--- src/rtl/fifo_param_pkg.sv ---
// Shared definitions for the per-virtual-channel FIFO: the depth helper, status-vector
// bit positions for the arbiter, and the default almost-full/almost-empty thresholds.
package fifo_param_pkg;

    function automatic int depth_of(input int addr_w);
        return 32'd1 << addr_w;
    endfunction

    localparam int DEF_ADDR_W = 3;
    localparam int AF_TH_DEF  = depth_of(DEF_ADDR_W) - 2;
    localparam int AE_TH_DEF  = 1;

    // Bit positions within the arbiter's per-VC status vector
    localparam int FLAG_FULL_BIT     = 0;
    localparam int FLAG_EMPTY_BIT    = 1;
    localparam int FLAG_AFULL_BIT    = 2;
    localparam int FLAG_AEMPTY_BIT   = 3;
    localparam int FLAG_ERROR_BIT    = 4;
    localparam int FLAG_VEC_W        = 5;

    typedef enum logic [1:0] {
        OP_IDLE = 2'b00,
        OP_RD   = 2'b01,
        OP_WR   = 2'b10,
        OP_BOTH = 2'b11
    } fifo_op_e;

endpackage

--- src/rtl/fifo_param_dual_port_mem.sv ---
// DEPTH x BW storage with one synchronous write port and one synchronous read port
// whose data register is cleared by reset; the array itself is never cleared.
module dual_port_mem
    import fifo_param_pkg::*;
#(
    parameter int BW     = 6,
    parameter int ADDR_W = 3
) (
    input  logic              clk,
    input  logic              reset_L,
    input  logic              wr_en,
    input  logic [ADDR_W-1:0] wr_addr,
    input  logic [BW-1:0]     wr_data,
    input  logic              rd_en,
    input  logic [ADDR_W-1:0] rd_addr,
    output logic [BW-1:0]     rd_data
);

    localparam int DEPTH = depth_of(ADDR_W);

    logic [BW-1:0] mem_q [DEPTH];
    logic [BW-1:0] rd_data_d;
    logic [BW-1:0] rd_data_q;

    // Read register holds its last word unless a read is requested
    always_comb begin
        rd_data_d = rd_data_q;
        if (rd_en) begin
            rd_data_d = mem_q[rd_addr];
        end else begin
            rd_data_d = rd_data_q;
        end
    end

    // Storage write; the read above sees the pre-write word on a same-address collision
    always_ff @(posedge clk) begin
        if (wr_en) begin
            mem_q[wr_addr] <= wr_data;
        end
    end

    // Read data register with synchronous clear
    always_ff @(posedge clk) begin
        if (!reset_L) begin
            rd_data_q <= '0;
        end else begin
            rd_data_q <= rd_data_d;
        end
    end

    assign rd_data = rd_data_q;

endmodule

--- src/rtl/fifo_param.sv ---
// Parametrised synchronous FIFO: pointers, occupancy count, threshold flags and a sticky
// overflow/underflow error around a dual-port memory with registered read data.
module fifo_param
    import fifo_param_pkg::*;
#(
    parameter int BW     = 6,
    parameter int ADDR_W = 3
) (
    input  logic              clk,
    input  logic              reset_L,
    input  logic              fifo_wr,
    input  logic              fifo_rd,
    input  logic [BW-1:0]     fifo_data_in,
    input  logic [ADDR_W:0]   almost_full_th,
    input  logic [ADDR_W:0]   almost_empty_th,
    output logic [BW-1:0]     fifo_data_out,
    output logic              fifo_valid_out,
    output logic [ADDR_W:0]   fifo_count,
    output logic              fifo_full,
    output logic              fifo_empty,
    output logic              fifo_almost_full,
    output logic              fifo_almost_empty,
    output logic              error_output
);

    localparam int CNT_W = ADDR_W + 1;
    localparam logic [ADDR_W:0] DEPTH_C = CNT_W'(depth_of(ADDR_W));

    logic [ADDR_W-1:0] wr_ptr_q, wr_ptr_d;
    logic [ADDR_W-1:0] rd_ptr_q, rd_ptr_d;
    logic [ADDR_W:0]   count_q, count_d;
    logic              valid_q, valid_d;
    logic              error_q, error_d;
    logic              rd_acc;
    logic              wr_acc;
    logic              overflow;
    logic              underflow;
    fifo_op_e          op;

    assign fifo_full         = (count_q == DEPTH_C);
    assign fifo_empty        = (count_q == '0);
    assign fifo_almost_full  = (count_q >= almost_full_th);
    assign fifo_almost_empty = (count_q <= almost_empty_th);

    // Acceptance: a write into a full FIFO is fine when a read frees a slot on the same edge
    always_comb begin
        rd_acc    = fifo_rd & ~fifo_empty;
        wr_acc    = fifo_wr & (~fifo_full | rd_acc);
        overflow  = fifo_wr & fifo_full & ~rd_acc;
        underflow = fifo_rd & fifo_empty;
        op        = fifo_op_e'({wr_acc, rd_acc});
    end

    // Next-state for pointers, count, valid strobe and sticky error
    always_comb begin
        wr_ptr_d = wr_ptr_q;
        rd_ptr_d = rd_ptr_q;
        count_d  = count_q;
        valid_d  = rd_acc;
        error_d  = error_q | overflow | underflow;
        if (wr_acc) begin
            wr_ptr_d = wr_ptr_q + ADDR_W'(1);
        end else begin
            wr_ptr_d = wr_ptr_q;
        end
        if (rd_acc) begin
            rd_ptr_d = rd_ptr_q + ADDR_W'(1);
        end else begin
            rd_ptr_d = rd_ptr_q;
        end
        case (op)
            OP_WR:   count_d = count_q + CNT_W'(1);
            OP_RD:   count_d = count_q - CNT_W'(1);
            OP_BOTH: count_d = count_q;
            OP_IDLE: count_d = count_q;
            default: count_d = count_q;
        endcase
    end

    // Control state register with synchronous active-low reset
    always_ff @(posedge clk) begin
        if (!reset_L) begin
            wr_ptr_q <= '0;
            rd_ptr_q <= '0;
            count_q  <= '0;
            valid_q  <= 1'b0;
            error_q  <= 1'b0;
        end else begin
            wr_ptr_q <= wr_ptr_d;
            rd_ptr_q <= rd_ptr_d;
            count_q  <= count_d;
            valid_q  <= valid_d;
            error_q  <= error_d;
        end
    end

    dual_port_mem #(
        .BW     (BW),
        .ADDR_W (ADDR_W)
    ) u_mem (
        .clk     (clk),
        .reset_L (reset_L),
        .wr_en   (wr_acc & reset_L),
        .wr_addr (wr_ptr_q),
        .wr_data (fifo_data_in),
        .rd_en   (rd_acc & reset_L),
        .rd_addr (rd_ptr_q),
        .rd_data (fifo_data_out)
    );

    assign fifo_valid_out = valid_q;
    assign fifo_count     = count_q;
    assign error_output   = error_q;

endmodule

--- config.mk ---
export PLATFORM = sky130hd
export DESIGN_NAME = fifo_param
export DESIGN_NICKNAME = d
export VERILOG_FILES = /design/src/rtl/fifo_param_pkg.sv /design/src/rtl/fifo_param_dual_port_mem.sv /design/src/rtl/fifo_param.sv
export SDC_FILE = /design/constraint.sdc
export NUM_CORES = 1
export LEC_CHECK = 0
export CORE_MARGIN = 1.5
export CORE_UTILIZATION = 49
export DETAILED_ROUTE_END_ITERATION = 7
export DONT_BUFFER_PORTS = 1
export SLEW_MARGIN = 20
export SYNTH_ARGS = -nofsm -noshare
export SYNTH_HDL_FRONTEND = slang
export SYNTH_SLANG_ARGS = --single-unit
--- constraint.sdc ---
create_clock -name clk -period 2.7 [get_ports clk]
set_input_delay 0.135 -clock clk [delete_from_list [all_inputs] [get_ports clk]]
set_output_delay 0.135 -clock clk [all_outputs]
set_load 0.005 [all_outputs]
# After elaboration in Yosys (flattened, before gate mapping)

Memory sizes are Yosys's and may differ from the RTL's. A register that Yosys moved wholly into a read port is not among the register bits.
Cells that the tools add are included.

Bits in registers: 12
Output and inout port bits: 16
Input bits: 18
RAM bits: 48
Memories: 1

Memory list:

| memory      | depth | bits a word | read ports | clocked after Yosys merged registers in | write ports | RTL line                       | RTL |
|---|---|---|---|---|---|---|---|
| u_mem.mem_q | 8     | 6           | 1          | 1                                       | 1           | fifo_param_dual_port_mem.sv:21 | `logic [BW-1:0] mem_q [DEPTH];` |

Equal/unequal tests: 4
Reductions and logical operators: 4
Bitwise logic cells: 13
Mux-type cells: 3
$add $sub $neg: 4
Order comparisons: 2

Operator list:

| kind                | count |
|---|---|
| $pmux 4 s2          | 1 |
| $and 1x1->1         | 7 |
| $add 3x1->3 const B | 2 |
| $add 4x1->4 const B | 1 |
| $eq 2x2->1 const B  | 2 |
| $eq 4x4->1 const B  | 1 |
| $ge 4x4->1          | 1 |
| $le 4x4->1          | 1 |
| $logic_not 4->1     | 1 |
| $sub 4x1->4 const B | 1 |
| $not 1->1           | 3 |
| $or 1x1->1          | 3 |
| $eq 2x1->1 const B  | 1 |
| $logic_not 2->1     | 1 |
| $mux 1              | 2 |
| $reduce_or 2->1     | 1 |
| $logic_not 1->1     | 1 |

# Depth between registers and ports, before layout

Gate-level depths: netlist of run 1.

Depth after elaboration: 8
Mapped depth: 11

# Cells and area by module

Synthesis of run 1 repeated with hierarchy kept, for this count alone.

Cell total of the unflattened synthesis: 221
Area, all modules: 2991.6 µm²

Modules (own cells, without submodules):

| module        | cells an instance | seq. area each (µm²) | instances | area an instance (µm²) |
|---|---|---|---|---|
| dual_port_mem | 123               | 1561.5               | 1         | 2108.3 |
| fifo_param    | 98                | 240.2                | 1         | 883.3 |

# Worst setup path after synthesis of run 1

Ideal clock, no wire load.

Path type: register to register
Start: register count_q[1] (netlist: fifo_count[1])
End: register count_q[2] (netlist: fifo_count[2])
Library setup time: 76 ps
Period minus slack after synthesis: 2476 ps
Slack: 224 ps
Arrival time: 2400 ps
Stages on the path, launching flop included: 12
Cells stage by stage: dfxtp_1 buf_6 or4b_4 o21a_4 clkinv_2 ha_1 xor2_1 ha_1 a21oi_1 xor2_1 or3_1 a21boi_0

Word-level cells in the longest chain between the ends: 7

RTL lines:

| what                                                 | RTL line         | RTL |
|---|---|---|
| start, declared                                      | fifo_param.sv:31 | `logic [ADDR_W:0] count_q, count_d;` |
| start signal, assigned                               | fifo_param.sv:91 | `count_q <= count_d;` |
| $logic_not 4->1                                      | fifo_param.sv:41 | `assign fifo_empty = (count_q == '0);` |
| $not 1->1                                            | fifo_param.sv:47 | `rd_acc = fifo_rd & ~fifo_empty;` |
| $and 1x1->1                                          | fifo_param.sv:47 |  |
| $or 1x1->1                                           | fifo_param.sv:48 | `wr_acc = fifo_wr & (~fifo_full \| rd_acc);` |
| $and 1x1->1                                          | fifo_param.sv:48 |  |
| $eq 2x1->1, or another cell as far along             | fifo_param.sv:71 | `case (op)` |
| $pmux 4 s2 / $reduce_or 2->1 (equally long branches) | n/a              |  |

Several ways; a longest one is shown, not always the timed one.
A chain may end at the register's enable or synchronous reset.

# Worst setup path after layout of run 1

Start: register count_q[0] (netlist: fifo_count[0])
End: register count_q[2] (netlist: fifo_count[2])

The elaborated chain is that of the path after synthesis.

==> impl_metrics.env, run 1 <==
export IMPL_setup_viol=0
export IMPL_insertion_delay_ns=0.34
export IMPL_antenna_cells=0
export IMPL_ctsLongestPathBuffers=2
export IMPL_clock_skew_ns=0.0104
export IMPL_synthTopCellsByArea="edfxtp_1, dfxtp_1, mux4_2"
export IMPL_die_y_um=79.4
export IMPL_worst_ep_arrival_time_ns=2.77
export IMPL_power_density_nw_per_um2=859
export IMPL_ir_drop_mv=0.472
export IMPL_final_setup_worst_slack_ns=0.204
export IMPL_period_share_pct=92.5
export IMPL_synth_edff_count=48
export IMPL_clk_pin_slew_worst_paths_ns=0.07
export IMPL_synth_area_leader_cell="edfxtp_1"
export IMPL_cap_violations=0
export IMPL_port_buffers=0
export IMPL_hold_viol=0
export IMPL_fmax_ghz=0.401
export IMPL_pre_cts_ws_ns=0.216
export IMPL_status="complete, no violations"
export IMPL_critPathKind="reg2reg"
export IMPL_end_kind="register"
export IMPL_drive_above_1_share_pct=22.7
export IMPL_grt_total_usage_pct=19.4
export IMPL_ys_types=37
export IMPL_fin_tns_setup_ns=0
export IMPL_critPathRequiredTime_ns=2.97
export IMPL_ant_nets=0
export IMPL_post_route_min_period_ns=2.50
export IMPL_worstPathMaxFanout=5
export IMPL_tightest_slew_ns=1.06
export IMPL_grt_pass1_vias=1596
export IMPL_cts_sinks=66
export IMPL_yosys_warnings=0
export IMPL_drv_slew=0
export IMPL_syn_area_per_cell_um2=14.8
export IMPL_rows=27
export IMPL_synthArstFlopShare_pct=0
export IMPL_clockRootBuffer="clkbuf_8"
export IMPL_grt_max_degree=19
export IMPL_dp_cells=265
export IMPL_dpl_cell_area_um2=2950
export IMPL_ys_seq_elements=66
export IMPL_cts_htree_levels=3
export IMPL_grt_first_pass_wirelength_mm=8.55
export IMPL_totalWireLength_mm=5.42
export IMPL_antenna_found_initial=0
export IMPL_fin_area_um2=3250
export IMPL_syn_nets=224
export IMPL_p_leak_nw=1.18
export IMPL_ys_seq_area_share_pct=63.0
export IMPL_die_w_um=79.4
export IMPL_yosysTopAreaCellShare_pct=50.4
export IMPL_syn_area_um2=2860
export IMPL_wl_per_cell_um=18.8
export IMPL_nets=242
export IMPL_drtIter0Drc=82
export IMPL_hold_path_class="in2reg"
export IMPL_drc=0
export IMPL_netlist_instances=193
export IMPL_syn2layout_area_growth_pct=13.7
export IMPL_initial_core_util_pct=51.3
export IMPL_gp_congestion=0.752
export IMPL_fill_cells=452
export IMPL_dr_pass1_iters=4
export IMPL_vias=1587
export IMPL_rsz0062_at_grt="no"
export IMPL_fin_cells=288
export IMPL_post_cts_resize_count=0
export IMPL_cts_buffers_inserted=9
export IMPL_worstSetupStartpointType="register"
export IMPL_synthFlopType="edfxtp_1"
export IMPL_die_area_um2=6300
export IMPL_slew_headroom_pct=28.6
export IMPL_viasPerCell=5.51
export IMPL_io_pins=34
export IMPL_fp_coreArea_um2=5570
export IMPL_cts_tree="yes"
export IMPL_hold_slack_ns=0.0598
export IMPL_synth_common_cells="edfxtp_1, dfxtp_1, ha_1, mux4_2, nor2_1"
export IMPL_yosysMostFrequentCell="edfxtp_1"
export IMPL_grt_overflow=0
export IMPL_hpwl_mm=3.67
-- final timing paths --
check | from | end | slack, ns | cells after the start
max reg2reg | fifo_count[0] | fifo_count[2] | 0.20 | 10
min reg2reg | wr_ptr_q[0] | wr_ptr_q[0] | 0.50 | 2
min | fifo_rd | error_output | 0.06 | 3
max | fifo_count[0] | fifo_count[2] | 0.20 | 10
-- sequential cells by signal (all words and copies together) (netlist names) --
name / flops
u_mem.mem_q: 48
fifo_valid_out: 1
fifo_count: 4
rd_ptr_q: 3
wr_ptr_q: 3
u_mem.rd_data: 6
error_output: 1
-- through the flow --
| stage | total power [mW] | utilization [%] |
|---|---|---|
| floorplan | 1.80 | - |
| global placement | 1.95 | 53.0 |
| detailed placement | 1.98 | 53.0 |
| CTS | 2.82 | 57.9 |
| global route | 2.97 | 58.4 |
| finish | 2.80 | 58.4 |
-- cell families (layout without fill, tap and decap cells) --
| kind of cell | after synthesis | count (layout) | synth area share (%) |
|---|---|---|---|
| flops | 66 | 66 | 63.0 |
| simple gates | 48 | 48 | 8.79 |
| xor+xnor | 5 | 5 | 1.53 |
| fa+ha+maj | 13 | 13 | 5.69 |
| mux | 17 | 17 | 11.2 |
| compound gates | 29 | 29 | 7.13 |
| buf+inv | 15 | 38 | 2.67 |
-- metal layers --
metal  track usage [%]  part of all wire (%)
met1              23.6                    41
met2              32.3                    51
met4              8.95                   1.6
met3              5.26                   5.6
met5                 0                     0
-- cell usage in the layout (no fill, tap or decap), types with 7 or more instances in the layout --
master | synthesis | final
edfxtp_1 | 48 | 48
dfxtp_1 | 18 | 18
ha_1 | 13 | 13
nor2_1 | 12 | 12
mux4_2 | 12 | 12
nand2_1 | 10 | 10
clkbuf_8 | 0 | 10
o21ai_0 | 9 | 9
inv_1 | 8 | 8
dlygate4sd3_1 | 0 | 7
-- where the power goes --
group          internal, mW  switching (mW)  leakage (nW)  total [mW]
logic                 0.340           0.390         0.500       0.730
registers              1.18          0.0585         0.581        1.24
clock network         0.451           0.377        0.0945       0.828
-- area by class of cell --
class	count	area, µm²	area share, %
multi-input combinational	112	1010	31.0
timing repair buffer	13	115	3.54
tap	72	90.1	2.77
sequential	66	1800	55.4
clock inverter	6	66.3	2.04
inverter	9	35.0	1.08
clock buffer	10	138	4.23
-- worst max-delay path: stages (launching register included) --
cell and delay, ns:
dfxtp_1 0.33, or4b_4 0.55, o21a_4 0.23, clkinv_2 0.07
ha_1 0.25, xor2_1 0.17, ha_1 0.17, a21oi_1 0.05
xor2_1 0.15, or3_1 0.30, a21boi_0 0.16
-- timing repair --
item / 4_1_cts / 5_1_grt
hold buffers: 7 / 0
hold endpoints to repair: 65 / 0
setup buffers: 0 / 0
Power figures use the tool's default switching activity.
==> inputs of run 2 (changes only) <==
CORE_ASPECT_RATIO = 0.75   (was default)
==> impl_metrics.env, run 2 (same netlist as run 1, synthesis figures left out) <==
export IMPL_cts_sinks=66
export IMPL_pwr_share_clk_pct=26.6
export IMPL_critPathRequiredTime_ns=2.95
export IMPL_drive_above_1_share_pct=20.4
export IMPL_io_pins=34
export IMPL_crit_slowest_cell="or4b_4"
export IMPL_ant_nets=0
export IMPL_drv_slew=0
export IMPL_slew_headroom_pct=30.0
export IMPL_grt_first_pass_wirelength_mm=8.52
export IMPL_seqCellArea_um2=1800
export IMPL_fin_area_um2=3210
export IMPL_period_share_pct=95.3
export IMPL_post_route_min_period_ns=2.57
export IMPL_largest_reg_flops=48
export IMPL_hpwl_mm=3.67
export IMPL_die_y_um=69.2
export IMPL_grt_overflow=0
export IMPL_die_w_um=91.2
export IMPL_gp_congestion=0.845
export IMPL_setup_viol=0
export IMPL_fin_tns_setup_ns=0
export IMPL_max_stage_delay_ns=0.54
export IMPL_vias=1582
export IMPL_path_cells="or4b_4, o21a_4, clkinv_2, ha_1, xor2_1, ha_1, a21oi_1, xor2_1, or3_1, a21boi_0"
export IMPL_grt_max_degree=19
export IMPL_antenna_found_initial=0
export IMPL_viasPerCell=5.44
export IMPL_fill_cells=420
export IMPL_final_common_cell="edfxtp_1"
export IMPL_path_buf_inv=1
export IMPL_port_buffers=0
export IMPL_grt_total_usage_pct=18.6
export IMPL_holdPathStages=2
export IMPL_hold_path_class="in2reg"
export IMPL_fmax_ghz=0.389
export IMPL_cts_tree="yes"
export IMPL_cp_top_family="simple AND/OR/NAND/NOR gates"
export IMPL_ir_drop_mv=0.330
export IMPL_wl_per_cell_um=18.2
export IMPL_insertion_delay_ns=0.34
export IMPL_multiInputGateArea_um2=992
export IMPL_rows=23
export IMPL_end_kind="register"
export IMPL_tightest_slew_ns=1.04
export IMPL_combPwrFrac_pct=27.3
export IMPL_clock_skew_ns=0.0125
export IMPL_dpl_cell_area_um2=2960
export IMPL_critPathKind="reg2reg"
export IMPL_intPower_mw=1.90
export IMPL_dr_pass1_iters=5
export IMPL_initial_core_util_pct=52.0
export IMPL_status="complete, no violations"
export IMPL_syn2layout_area_growth_pct=12.3
export IMPL_hold_buffers=7
export IMPL_totalWireLength_mm=5.29
export IMPL_drtIter0Drc=153
export IMPL_hold_viol=0
export IMPL_drc=0
export IMPL_power_density_nw_per_um2=835
export IMPL_clk_pin_slew_worst_paths_ns=0.06
export IMPL_die_area_um2=6310
export IMPL_cts_buffers_inserted=9
export IMPL_clockRootBuffer="clkbuf_8"
export IMPL_rsz0062_at_grt="no"
export IMPL_worst_path_stages=10
export IMPL_swShare_pct=29.2
export IMPL_p_leak_nw=1.17
export IMPL_worstSetupStartpointType="register"
export IMPL_grt_pass1_vias=1546
export IMPL_antenna_cells=0
export IMPL_cap_violations=0
export IMPL_nets=242
export IMPL_ctsLongestPathBuffers=2
export IMPL_fp_coreArea_um2=5500
export IMPL_worst_ep_arrival_time_ns=2.82
export IMPL_worstPathMaxFanout=5
export IMPL_p_switching_uw=782
export IMPL_reg2regPathDepth=10
export IMPL_cts_htree_levels=3
export IMPL_post_cts_resize_count=0
export IMPL_cts_setup_buffers=0
export IMPL_final_cell_mix="edfxtp_1, dfxtp_1, ha_1"
export IMPL_seqPwrFrac_pct=46.1
export IMPL_largest_register="u_mem.mem_q"
## run 2: cell types whose count changed in the layout (fill, tap and decap cells not counted), sizes merged
cell / before / now
clkbuf: 10 / 13
clkinvlp: 3 / 0
bufinv: 1 / 0
clkinv: 3 / 4
## run 2: final timing paths
kind	startpoint	to	slack [ns]
max	fifo_count[0]	fifo_count[2]	0.13
min	reset_L	wr_ptr_q[2]	0.06
min reg2reg	error_output	error_output	0.50
max reg2reg	fifo_count[0]	fifo_count[2]	0.13
## run 2: worst register-to-register path, stage by stage (launching register included)
cell      delay, ns
dfxtp_1        0.31
or4b_4         0.54
o21a_4         0.23
clkinv_2       0.09
ha_1           0.27
xor2_1         0.20
ha_1           0.18
a21oi_1        0.05
xor2_1         0.15
or3_1          0.30
a21boi_0       0.18
## run 2: power groups by stage
stage          sequential (mW)  clock, mW  combinational [mW]
2_1_floorplan             1.28          0               0.518
3_3_place_gp              1.25          0               0.690
3_5_place_dp              1.26          0               0.716
4_1_cts                   1.24      0.725               0.740
5_1_grt                   1.25      0.772               0.822
6_report                  1.23      0.713               0.733
## run 2: per-stage QoR
step	setup slack [ns]	util (%)	total power [mW]	hold slack, ns	cells
after floorplan	0.224	-	1.80	0.234	193
after global placement	0.291	53.8	1.94	0.234	268
after detailed placement	0.143	53.8	1.97	0.234	268
after CTS	0.117	58.3	2.70	0.00660	291
after global routing	0.00669	58.4	2.84	0.0628	291
final	0.128	58.4	2.68	0.0571	291
## run 2: cell type report
class / instances / area share, %
timing repair buffer: 13 / 3.58
sequential: 66 / 56.1
clock buffer: 13 / 4.95
tap: 75 / 2.92
clock inverter: 3 / 0.467
multi-input combinational: 112 / 30.9
inverter: 9 / 1.09
## run 2: per-layer routing
metal	share of wire, %	wire [µm]	global-route usage [%]	vias to the layer above
met2	46	2410	26.2	51
li1	-	-	-	767
met5	0	0	0	-
met3	6.6	351	6.73	12
met4	1.3	67	6.77	0
met1	47	2460	26.5	752
==> inputs of run 3 (changes only) <==
TNS_END_PERCENT = 50   (was default)
clock period = 2.55 ns   (was 2.7 ns; I/O delays follow)
==> impl_metrics.env, run 3 (same netlist as run 1, synthesis figures left out) <==
export IMPL_grt_overflow=0
export IMPL_critPathRequiredTime_ns=2.80
export IMPL_grt_first_pass_wirelength_mm=8.98
export IMPL_fin_util_pct=60.3
export IMPL_reg2regPathDepth=10
export IMPL_die_w_um=91.2
export IMPL_path_buf_inv=1
export IMPL_totalWireLength_mm=5.65
export IMPL_clock_skew_ns=0.00739
export IMPL_nets=243
export IMPL_grt_pass1_vias=1705
export IMPL_grtUsageMet1_pct=26.0
export IMPL_cts_setup_buffers=0
export IMPL_finalPower_mw=3.19
export IMPL_grt_util_met2_pct=30.7
export IMPL_dr_pass1_iters=4
export IMPL_dp_cells=269
export IMPL_fill_cells=429
export IMPL_critPathKind="reg2reg"
export IMPL_tightest_slew_ns=1.11
export IMPL_cts_htree_levels=3
export IMPL_path_cells="or4b_4, o21a_4, clkinv_2, ha_4, xor2_1, ha_1, a21oi_1, xor2_1, or3_1, a21boi_1"
export IMPL_r2r_start="fifo_count[0]"
export IMPL_wl_per_cell_um=19.3
export IMPL_status="complete, no violations"
export IMPL_reg2reg_slack_ns=0.11
export IMPL_initial_core_util_pct=52.0
export IMPL_clockRootBuffer="clkbuf_8"
export IMPL_port_buffers=0
export IMPL_power_density_nw_per_um2=960
export IMPL_fmax_ghz=0.409
export IMPL_hold_end="wr_ptr_q[2]"
export IMPL_cts_sinks=66
export IMPL_cts_tree="yes"
export IMPL_clk_pin_slew_worst_paths_ns=0.07
export IMPL_path_common_cell="xor2_1"
export IMPL_largest_reg_flops=48
export IMPL_gp_congestion=0.858
export IMPL_cap_violations=0
export IMPL_p_leak_nw=1.21
export IMPL_antenna_found_initial=0
export IMPL_crit_slowest_cell="or4b_4"
export IMPL_busiest_layer="met2"
export IMPL_cts_buffers_inserted=9
export IMPL_fp_coreArea_um2=5500
export IMPL_ctsLongestPathBuffers=2
export IMPL_ir_drop_mv=0.412
export IMPL_setup_viol=0
export IMPL_hold_path_class="in2reg"
export IMPL_antenna_cells=0
export IMPL_viasPerCell=5.62
export IMPL_max_stage_delay_ns=0.54
export IMPL_io_pins=34
export IMPL_end_kind="register"
export IMPL_holdCritStartpoint="reset_L"
export IMPL_ant_nets=0
export IMPL_grt_max_degree=20
export IMPL_die_area_um2=6310
export IMPL_worstSetupStartpointType="register"
export IMPL_worst_ep_arrival_time_ns=2.70
export IMPL_hold_viol=0
export IMPL_rows=23
export IMPL_grt_total_usage_pct=19.8
export IMPL_grt_met3_usage_pct=6.84
export IMPL_drtIter0Drc=185
export IMPL_drive_above_1_share_pct=22.6
export IMPL_die_y_um=69.2
export IMPL_hpwl_mm=3.77
export IMPL_insertion_delay_ns=0.33
export IMPL_slew_headroom_pct=25.3
export IMPL_largest_register="u_mem.mem_q"
export IMPL_syn2layout_area_growth_pct=16.0
export IMPL_drc=0
export IMPL_post_route_min_period_ns=2.44
export IMPL_period_share_pct=95.9
export IMPL_worstPathMaxFanout=5
export IMPL_vias=1641
export IMPL_final_cell_mix="edfxtp_1, dfxtp_1, nor2_1, mux4_2, ha_1"
export IMPL_holdPathStages=2
export IMPL_cp_top_family="simple AND/OR/NAND/NOR gates"
export IMPL_final_common_cell="edfxtp_1"
export IMPL_r2r_end="fifo_count[2]"
export IMPL_drv_slew=0
export IMPL_fin_cells=292
==> run 3: changes by cell type in the layout (fill, tap and decap cells not counted), moves of 2 or more <==
cell	change
clkbuf_1	-2
clkinv_2	-3
clkinvlp_4	+2
bufinv_16	+3
==> run 3: worst max-delay path by stage <==
stage | cells past startpoint | to | startpoint | slack (ns)
final | 10 | fifo_count[2] | fifo_count[0] | 0.11
after global placement | 10 | fifo_count[2] | fifo_count[0] | 0.15
after detailed placement | 10 | fifo_count[2] | fifo_count[0] | 0.08
after CTS | 10 | fifo_count[2] | fifo_count[0] | 0.03
after floorplan | 11 | fifo_count[2] | fifo_count[1] | 0.07
after global routing | 10 | fifo_count[2] | fifo_count[0] | -0.03
==> run 3: layout make-up <==
cell class,instances,area (µm²),area share (%)
inverter,9,35.0,1.06
multi-input combinational,112,1010,30.5
sequential,66,1800,54.3
clock inverter,6,114,3.43
timing repair buffer,14,123,3.70
tap,75,93.8,2.83
clock buffer,10,138,4.15
==> run 3: layer usage <==
| layer | up-vias | wire [µm] |
|---|---|---|
| met5 | - | 0 |
| li1 | 770 | - |
| met3 | 4 | 270 |
| met4 | 0 | 38 |
| met1 | 817 | 2560 |
| met2 | 50 | 2780 |
==> run 3: through the flow <==
step                cell area (µm²)  setup TNS [ns]  setup WS [ns]  hold slack (ns)
global route                   3320         -0.0283        -0.0283           0.0505
finish                         3320               0          0.105           0.0562
CTS                            3290               0         0.0284          0.00713
detailed placement             2970               0         0.0830            0.227
global placement               2970               0          0.146            0.227
floorplan                      2860               0         0.0741            0.226
==> run 3: worst reg2reg max path, cell delays in order, from the launching register on <==
cell,delay [ns]
dfxtp_1,0.31
or4b_4,0.54
o21a_4,0.23
clkinv_2,0.10
ha_4,0.17
xor2_1,0.16
ha_1,0.18
a21oi_1,0.06
xor2_1,0.16
or3_1,0.31
a21boi_1,0.16
==> run 3: repair_timing <==
action,in CTS,in global routing
gates resized for setup,0,4
setup endpoints to repair,0,2
hold buffers,7,0
hold endpoints to repair,66,0
==> run 3: power by group <==
group | internal, mW | total, mW | switching [mW] | leakage, nW
registers | 1.25 | 1.31 | 0.0591 | 0.581
clock network | 0.677 | 1.06 | 0.386 | 0.119
logic | 0.368 | 0.814 | 0.446 | 0.508
total | 2.29 | 3.19 | 0.892 | 1.21
